File: src/rtl/microop_sequencer_if.sv
// Bundle of the microcode sequencer signals between control_logic and the
// sequencer. The master side (control_logic / test harness) drives the
// control-word fields, opword/bus opcode sources, debug and boot controls,
// and observes the microcode address and status. The slave side is the
// sequencer itself.
//
// Control-side signals (master -> slave):
//   N_BOOTED         high holds the sequencer in BOOT
//   CTRL_MISC        control word bit 15, reset micro-op counter
//   CTRL_IN_PLANE    control word bits 14:12
//   CTRL_OPCODE_SEL  control word bit 22; 0 = opword, 1 = bus
//   OPWORD_OPCODE    opword[31:26]
//   BUS_LOW          bus[5:0]
//   STALL            datapath not ready; freezes sequencing
//   HALT_REQ         halt at next instruction boundary (level)
//   STEP_MODE        halt at every instruction boundary
//   STEP             single-cycle release from HALTED
//   FAULT_CLR        clears sticky FAULT
// Status signals (slave -> master):
//   UADDR            microcode address {OPCODE, COUNT}
//   OPCODE           opcode register
//   COUNT            micro-op counter
//   UOP_VALID        current control word may take effect
//   HALTED           sequencer is halted
//   BOUNDARY         FETCH opcode committed this cycle
//   FAULT            sticky counter overflow flag
interface microop_sequencer_if;
    logic        N_BOOTED;
    logic        CTRL_MISC;
    logic [2:0]  CTRL_IN_PLANE;
    logic        CTRL_OPCODE_SEL;
    logic [5:0]  OPWORD_OPCODE;
    logic [5:0]  BUS_LOW;
    logic        STALL;
    logic        HALT_REQ;
    logic        STEP_MODE;
    logic        STEP;
    logic        FAULT_CLR;

    logic [10:0] UADDR;
    logic [5:0]  OPCODE;
    logic [4:0]  COUNT;
    logic        UOP_VALID;
    logic        HALTED;
    logic        BOUNDARY;
    logic        FAULT;

    modport master (
        output N_BOOTED, CTRL_MISC, CTRL_IN_PLANE, CTRL_OPCODE_SEL,
               OPWORD_OPCODE, BUS_LOW, STALL, HALT_REQ, STEP_MODE,
               STEP, FAULT_CLR,
        input  UADDR, OPCODE, COUNT, UOP_VALID, HALTED, BOUNDARY, FAULT
    );

    modport slave (
        input  N_BOOTED, CTRL_MISC, CTRL_IN_PLANE, CTRL_OPCODE_SEL,
               OPWORD_OPCODE, BUS_LOW, STALL, HALT_REQ, STEP_MODE,
               STEP, FAULT_CLR,
        output UADDR, OPCODE, COUNT, UOP_VALID, HALTED, BOUNDARY, FAULT
    );
endinterface

File: src/rtl/microop_sequencer.sv
// Microcode sequencer: owns the opcode register and micro-op counter and
// forms the 11-bit microcode ROM address {OPCODE, COUNT}. Adds boot gating,
// datapath stall, debug halt / single-step at instruction boundaries and
// recovery from a runaway micro-op counter.
//
// Ports:
//   CLK  system clock, rising edge
//   RST  asynchronous active-high reset
//   seq  sequencer side of microop_sequencer_if (control word fields,
//        opcode sources, debug/boot controls in; address and status out)
module microop_sequencer #(
    parameter logic [5:0] RESET_OPCODE  = 6'd0,
    parameter logic [5:0] FETCH_OPCODE  = 6'd1,
    parameter logic [2:0] IN_OPCODE_SEL = 3'd6
) (
    input  logic                    CLK,
    input  logic                    RST,
    microop_sequencer_if.slave      seq
);

    typedef enum logic [1:0] {
        ST_BOOT,
        ST_RUN,
        ST_HALTED
    } state_e;

    state_e     state_q, state_d;
    logic [5:0] opcode_q, opcode_d;
    logic [4:0] count_q, count_d;
    logic       fault_q, fault_d;

    logic       boundary;
    logic       fault_set;
    logic       opc_wr;
    logic [5:0] opc_new;
    logic       overflow;

    always_ff @(posedge CLK or posedge RST) begin
        if (RST) begin
            state_q  <= ST_BOOT;
            opcode_q <= RESET_OPCODE;
            count_q  <= '0;
            fault_q  <= 1'b0;
        end else begin
            state_q  <= state_d;
            opcode_q <= opcode_d;
            count_q  <= count_d;
            fault_q  <= fault_d;
        end
    end

    always_comb begin
        state_d   = state_q;
        opcode_d  = opcode_q;
        count_d   = count_q;
        boundary  = 1'b0;
        fault_set = 1'b0;

        opc_wr   = (seq.CTRL_IN_PLANE == IN_OPCODE_SEL);
        opc_new  = seq.CTRL_OPCODE_SEL ? seq.BUS_LOW : seq.OPWORD_OPCODE;
        // A counter at its last slot that is not being reset would wrap
        // into the same instruction; treat that as a runaway microprogram.
        overflow = (count_q == '1) && !seq.CTRL_MISC;

        if (seq.N_BOOTED) begin
            // Boot gating overrides everything, even mid-instruction.
            state_d  = ST_BOOT;
            opcode_d = RESET_OPCODE;
            count_d  = '0;
        end else begin
            case (state_q)
                ST_BOOT: begin
                    state_d  = ST_RUN;
                    opcode_d = RESET_OPCODE;
                    count_d  = '0;
                end

                ST_RUN: begin
                    if (!seq.STALL) begin
                        if (overflow) begin
                            opcode_d  = RESET_OPCODE;
                            count_d   = '0;
                            fault_set = 1'b1;
                        end else begin
                            count_d = seq.CTRL_MISC ? '0 : count_q + 5'd1;
                            if (opc_wr) begin
                                opcode_d = opc_new;
                                if (seq.CTRL_MISC && (opc_new == FETCH_OPCODE)) begin
                                    boundary = 1'b1;
                                    if (seq.HALT_REQ || seq.STEP_MODE) begin
                                        state_d  = ST_HALTED;
                                        opcode_d = FETCH_OPCODE;
                                        count_d  = '0;
                                    end
                                end
                            end
                        end
                    end
                end

                ST_HALTED: begin
                    if (seq.STEP || (!seq.HALT_REQ && !seq.STEP_MODE)) begin
                        state_d = ST_RUN;
                    end
                end

                default: begin
                    state_d  = ST_BOOT;
                    opcode_d = RESET_OPCODE;
                    count_d  = '0;
                end
            endcase
        end

        // Set beats clear when both land on the same edge.
        if (fault_set) begin
            fault_d = 1'b1;
        end else if (seq.FAULT_CLR) begin
            fault_d = 1'b0;
        end else begin
            fault_d = fault_q;
        end
    end

    assign seq.UADDR     = {opcode_q, count_q};
    assign seq.OPCODE    = opcode_q;
    assign seq.COUNT     = count_q;
    assign seq.UOP_VALID = (state_q == ST_RUN) && !seq.STALL;
    assign seq.HALTED    = (state_q == ST_HALTED);
    assign seq.BOUNDARY  = boundary;
    assign seq.FAULT     = fault_q;

endmodule
File: src/flat_wrapper.sv
// flat-port wrapper written by rule: the top's interface ports become plain ports
module microop_sequencer_flat 
#(
    parameter logic [5:0] RESET_OPCODE  = 6'd0,
    parameter logic [5:0] FETCH_OPCODE  = 6'd1,
    parameter logic [2:0] IN_OPCODE_SEL = 3'd6
)
  (CLK, RST, seq_N_BOOTED, seq_CTRL_MISC, seq_CTRL_IN_PLANE, seq_CTRL_OPCODE_SEL, seq_OPWORD_OPCODE, seq_BUS_LOW, seq_STALL, seq_HALT_REQ, seq_STEP_MODE, seq_STEP, seq_FAULT_CLR, seq_UADDR, seq_OPCODE, seq_COUNT, seq_UOP_VALID, seq_HALTED, seq_BOUNDARY, seq_FAULT);
  microop_sequencer_if seq_i ();
  input  logic CLK;
  input  logic RST;
  input wire logic [$bits(seq_i.N_BOOTED)-1:0] seq_N_BOOTED;
  input wire logic [$bits(seq_i.CTRL_MISC)-1:0] seq_CTRL_MISC;
  input wire logic [$bits(seq_i.CTRL_IN_PLANE)-1:0] seq_CTRL_IN_PLANE;
  input wire logic [$bits(seq_i.CTRL_OPCODE_SEL)-1:0] seq_CTRL_OPCODE_SEL;
  input wire logic [$bits(seq_i.OPWORD_OPCODE)-1:0] seq_OPWORD_OPCODE;
  input wire logic [$bits(seq_i.BUS_LOW)-1:0] seq_BUS_LOW;
  input wire logic [$bits(seq_i.STALL)-1:0] seq_STALL;
  input wire logic [$bits(seq_i.HALT_REQ)-1:0] seq_HALT_REQ;
  input wire logic [$bits(seq_i.STEP_MODE)-1:0] seq_STEP_MODE;
  input wire logic [$bits(seq_i.STEP)-1:0] seq_STEP;
  input wire logic [$bits(seq_i.FAULT_CLR)-1:0] seq_FAULT_CLR;
  output wire logic [$bits(seq_i.UADDR)-1:0] seq_UADDR;
  output wire logic [$bits(seq_i.OPCODE)-1:0] seq_OPCODE;
  output wire logic [$bits(seq_i.COUNT)-1:0] seq_COUNT;
  output wire logic [$bits(seq_i.UOP_VALID)-1:0] seq_UOP_VALID;
  output wire logic [$bits(seq_i.HALTED)-1:0] seq_HALTED;
  output wire logic [$bits(seq_i.BOUNDARY)-1:0] seq_BOUNDARY;
  output wire logic [$bits(seq_i.FAULT)-1:0] seq_FAULT;
  assign seq_i.N_BOOTED = seq_N_BOOTED;
  assign seq_i.CTRL_MISC = seq_CTRL_MISC;
  assign seq_i.CTRL_IN_PLANE = seq_CTRL_IN_PLANE;
  assign seq_i.CTRL_OPCODE_SEL = seq_CTRL_OPCODE_SEL;
  assign seq_i.OPWORD_OPCODE = seq_OPWORD_OPCODE;
  assign seq_i.BUS_LOW = seq_BUS_LOW;
  assign seq_i.STALL = seq_STALL;
  assign seq_i.HALT_REQ = seq_HALT_REQ;
  assign seq_i.STEP_MODE = seq_STEP_MODE;
  assign seq_i.STEP = seq_STEP;
  assign seq_i.FAULT_CLR = seq_FAULT_CLR;
  assign seq_UADDR = seq_i.UADDR;
  assign seq_OPCODE = seq_i.OPCODE;
  assign seq_COUNT = seq_i.COUNT;
  assign seq_UOP_VALID = seq_i.UOP_VALID;
  assign seq_HALTED = seq_i.HALTED;
  assign seq_BOUNDARY = seq_i.BOUNDARY;
  assign seq_FAULT = seq_i.FAULT;
  microop_sequencer #(.RESET_OPCODE(RESET_OPCODE), .FETCH_OPCODE(FETCH_OPCODE), .IN_OPCODE_SEL(IN_OPCODE_SEL)) u_core (.CLK(CLK), .RST(RST), .seq(seq_i));
endmodule
File: config.mk
export PLATFORM = sky130hd
export DESIGN_NAME = microop_sequencer_flat
export DESIGN_NICKNAME = d
export VERILOG_FILES = /design/src/rtl/microop_sequencer_if.sv /design/src/rtl/microop_sequencer.sv /design/src/flat_wrapper.sv
export SDC_FILE = /design/constraint.sdc
export NUM_CORES = 1
export LEC_CHECK = 0
export ABC_AREA = 1
export BUFFER_PORTS_ARGS = -buffer_cell sky130_fd_sc_hd__buf_2
export CAP_MARGIN = 0
export CORE_MARGIN = 5
export CORE_UTILIZATION = 42
export CTS_BUF_LIST = sky130_fd_sc_hd__clkbuf_4
export DETAILED_ROUTE_END_ITERATION = 10
export GPL_TIMING_DRIVEN = 1
export MAX_ROUTING_LAYER = met4
export PLACE_DENSITY = 0.8
export SLEW_MARGIN = 20
export SYNTH_ARGS = -nofsm -noshare
export SYNTH_HDL_FRONTEND = slang
export SYNTH_SLANG_ARGS = --single-unit
File: constraint.sdc
create_clock -name CLK -period 1.44 [get_ports CLK]
set_input_delay 0.216 -clock CLK [delete_from_list [all_inputs] [get_ports CLK]]
set_output_delay 0.216 -clock CLK [all_outputs]
set_load 0.05 [all_outputs]
==> metrics.log <==
INFO  metric status = finished with violations
INFO  metric violations = setup timing
INFO  metric path_cells = ha_4 -> nand2_4 -> nor2_4 -> ha_4 -> inv_2 -> nor2_4 -> nor2_4 -> inv_4 -> nor2_4 -> nand2_1 -> nand2_1 -> nand2_1 -> inv_1
INFO  metric post_drt_wl_per_cell = 12.4 microns
INFO  metric portBuffers = 50
INFO  metric synth_top_area_cell = dfrtp_1
INFO  metric crit_fanout = 4
INFO  metric first_pass_grt_wire_length = 4.37 mm
INFO  metric cp-start-kind = flip-flop
INFO  metric synth.most_common_cell = nand2_1
INFO  metric slew_viol_final = 0
INFO  metric synth-seq-area-share = 36.1%
INFO  metric clk_latency = 290 ps
INFO  metric cpMostUsedCell = nor2_4
INFO  metric timing.critical_path.slowest_stage_cell = dfrtp_2
INFO  metric hold_viol = 0
INFO  metric flow.area_growth_from_synthesis = 50.6%
INFO  metric final_core_util = 66.1%
INFO  metric tritoncts = done
INFO  metric path_delay_family = simple AND/OR/NAND/NOR gates
INFO  metric grt_use_met1 = 17.9%
INFO  metric clock_skew = 9.35 ps
INFO  metric die_area = 0.00337 sq mm
INFO  metric nNetsFinal = 226
INFO  metric grt_max_degree = 15
INFO  metric path_clk_slew = 90 ps
INFO  metric maxClockFrequency = 629 MHz
INFO  metric hold_path.class = in2reg
INFO  metric antenna_found_initial = 0
INFO  metric yosysWarnings = 0
INFO  metric count_of_unique_library_cells_instantiated_by_yosys = 20
INFO  metric die_width = 58.1 microns
INFO  metric cts-htree-levels = 1
INFO  metric setup_repair_after_global_routing_missed_its_margin = true
INFO  metric yosys.area_share.xor_xnor = 0%
INFO  metric postSynthRegisterBits = 14
INFO  metric detail_route.first_pass.iterations = 4
INFO  metric num_rows = 17
INFO  metric antenna_fix_cells = 0
INFO  metric max_slew_margin = 64.5%
INFO  metric grt_pass1_vias = 1016
INFO  metric cts.sink_count = 14
INFO  metric met3_capacity_usage_during_global_routing = 3.34%
INFO  metric muxShareOfSynthArea = 0%
INFO  metric finalWirelength = 2.80 mm
INFO  metric number_of_buffers_inserted_during_clock_tree_synthesis = 3
INFO  metric antenna_violating_nets_post_route = 0
INFO  metric max-vdd-ir-drop = 0.000832 V
INFO  metric synth.cell_area = 971 sq um
INFO  metric drive_gt1_share = 51.0%
INFO  metric cpPeakStageDelay = 440 ps
INFO  metric synthArstFlopShare = 100%
INFO  metric hold_ws = 71.1 ps
INFO  metric pre_cts_ws = -136 ps
INFO  metric synthTopCellsByCount = nand2_1, inv_1, dfrtp_1
INFO  metric met2_track_utilization_from_global_routing = 32.4%
INFO  metric path_buf_inv = 3
INFO  metric syn_avg_cell_area = 6.99 sq um
INFO  metric gp_congestion = 0.784
INFO  metric cp-end-kind = flip-flop
INFO  metric clk_root_buf = clkbuf_4
INFO  metric top_level_ports = 51
INFO  metric final.setup.tns = -984 ps
INFO  metric syn_inst = 139
INFO  metric globalRouteTotalUtil = 17.4%
INFO  metric layout_setup_ws = -149 ps
INFO  metric design_power_total = 1660 uW
INFO  metric maxCapViolCount = 0
INFO  metric die_height = 58.1 microns
INFO  metric areal_power_density_over_the_cells = 1130 mW/mm^2
INFO  metric synth_fa_ha_area_share = 2.58%
INFO  metric finalSetupViolations = 12
INFO  metric post-route-drc-count = 0
INFO  metric syn-num-nets = 166
INFO  metric finalCritPeriodShare = 110%
INFO  metric worstPathRequired = 1680 ps
INFO  metric synth-compound-area-share = 7.47%
INFO  metric post_drt_via_cell_ratio = 4.67
INFO  metric cp.arrival = 1830 ps
INFO  metric synth-simple-area-share = 35.3%
INFO  metric cts-root-to-sink-buffers = 2
INFO  metric leakagePower = 0.000862 uW
INFO  metric post_synth_main_area_contributors = dfrtp_1, nand2_1, buf_4
INFO  metric period_minus_slack = 1590 ps
INFO  metric synth_largest_type_area_fraction = 36.1%
INFO  metric synth_top_family_by_area = simple AND/OR/NAND/NOR gates
INFO  metric commonest_register_cell_after_synthesis = dfrtp_1
INFO  metric core_region_area = 0.00221 sq mm
INFO  metric synth_enable_flop_cells = 0
INFO  metric crit_type = reg2reg
INFO  metric detail_route.iter0.violations = 20
INFO  metric gr-total-overflow = 0
INFO  metric worst-slew-pin-transition = 532 ps
INFO  metric hpwlAfterDp = 2.13 mm
INFO  metric globalRoute.busiestLayer = met2
INFO  metric floorplan.initialDensity = 43.9%
INFO  metric via_count = 1055
cell type report:
class / count / area (sq um)
clock buffers: 4 / 30.0
inverters: 23 / 91.3
flip-flops and latches: 14 / 353
repair buffers: 67 / 408
multi-input cells: 90 / 546
fillers: 186 / 749
well taps: 28 / 35.0
logic make-up after synthesis:
| family | Yosys count |
|---|---|
| AOI/OAI and AO/OA | 13 |
| adders and majority gates | 2 |
| buffers and inverters | 35 |
| DFF | 14 |
| and+or+nand+nor | 75 |
cells in the final DEF, fill, tap and decap left out, types with 3 or more instances in the layout:
master / n
buf_2: 47
buf_4: 16
clkbuf_4: 4
dfrtp_1: 12
inv_1: 17
inv_2: 4
nand2_1: 43
nand2_2: 3
nand3_1: 5
nor2_1: 7
nor2_2: 3
nor2_4: 4
o21ai_1: 6
registers in the layout (all words and copies together) (netlist names):
register and count:
u_core.state_q 2, u_core.seq.FAULT 1, u_core.seq.COUNT 5, u_core.seq.OPCODE 6
per-stage QoR:
stage / cells / area (sq um)
2_1_floorplan: 139 / 1000
3_3_place_gp: 216 / 1280
5_1_grt: 226 / 1460
3_5_place_dp: 216 / 1280
6_report: 226 / 1460
4_1_cts: 223 / 1370
metal layers:
metal | routed length [microns] | up-vias
li1 | - | 534
met1 | 993 | 479
met5 | 0 | -
met2 | 1540 | 33
met3 | 195 | 9
met4 | 72 | 0
report_power, final:
| part | total, uW | switching (uW) | internal [uW] |
|---|---|---|---|
| sequential | 494 | 51.0 | 443 |
| clock | 264 | 137 | 127 |
| combinational | 900 | 590 | 310 |
final timing paths:
kind | from | endpoint | slack [ps] | depth (start not counted)
setup / recovery | u_core.seq.COUNT[1] | u_core.seq.COUNT[2] | -150 | 13
setup reg to reg | u_core.seq.COUNT[1] | u_core.seq.COUNT[2] | -150 | 13
min in group asynchronous | RST | u_core.seq.COUNT[3] | 490 | 3
max in group asynchronous | RST | u_core.seq.COUNT[1] | 570 | 3
hold / removal | seq_FAULT_CLR | u_core.seq.FAULT | 70 | 2
hold reg to reg | u_core.seq.OPCODE[5] | u_core.seq.OPCODE[5] | 500 | 2
repair_timing:
action	CTS	global route
hold buffers	1	0
endpoints found under the hold margin	14	0
pin swaps	8	5
resized for setup	12	17
endpoints found under the setup margin	13	16
buffers inserted	2	3
Note: power is estimated with default switching activity, not from simulation.
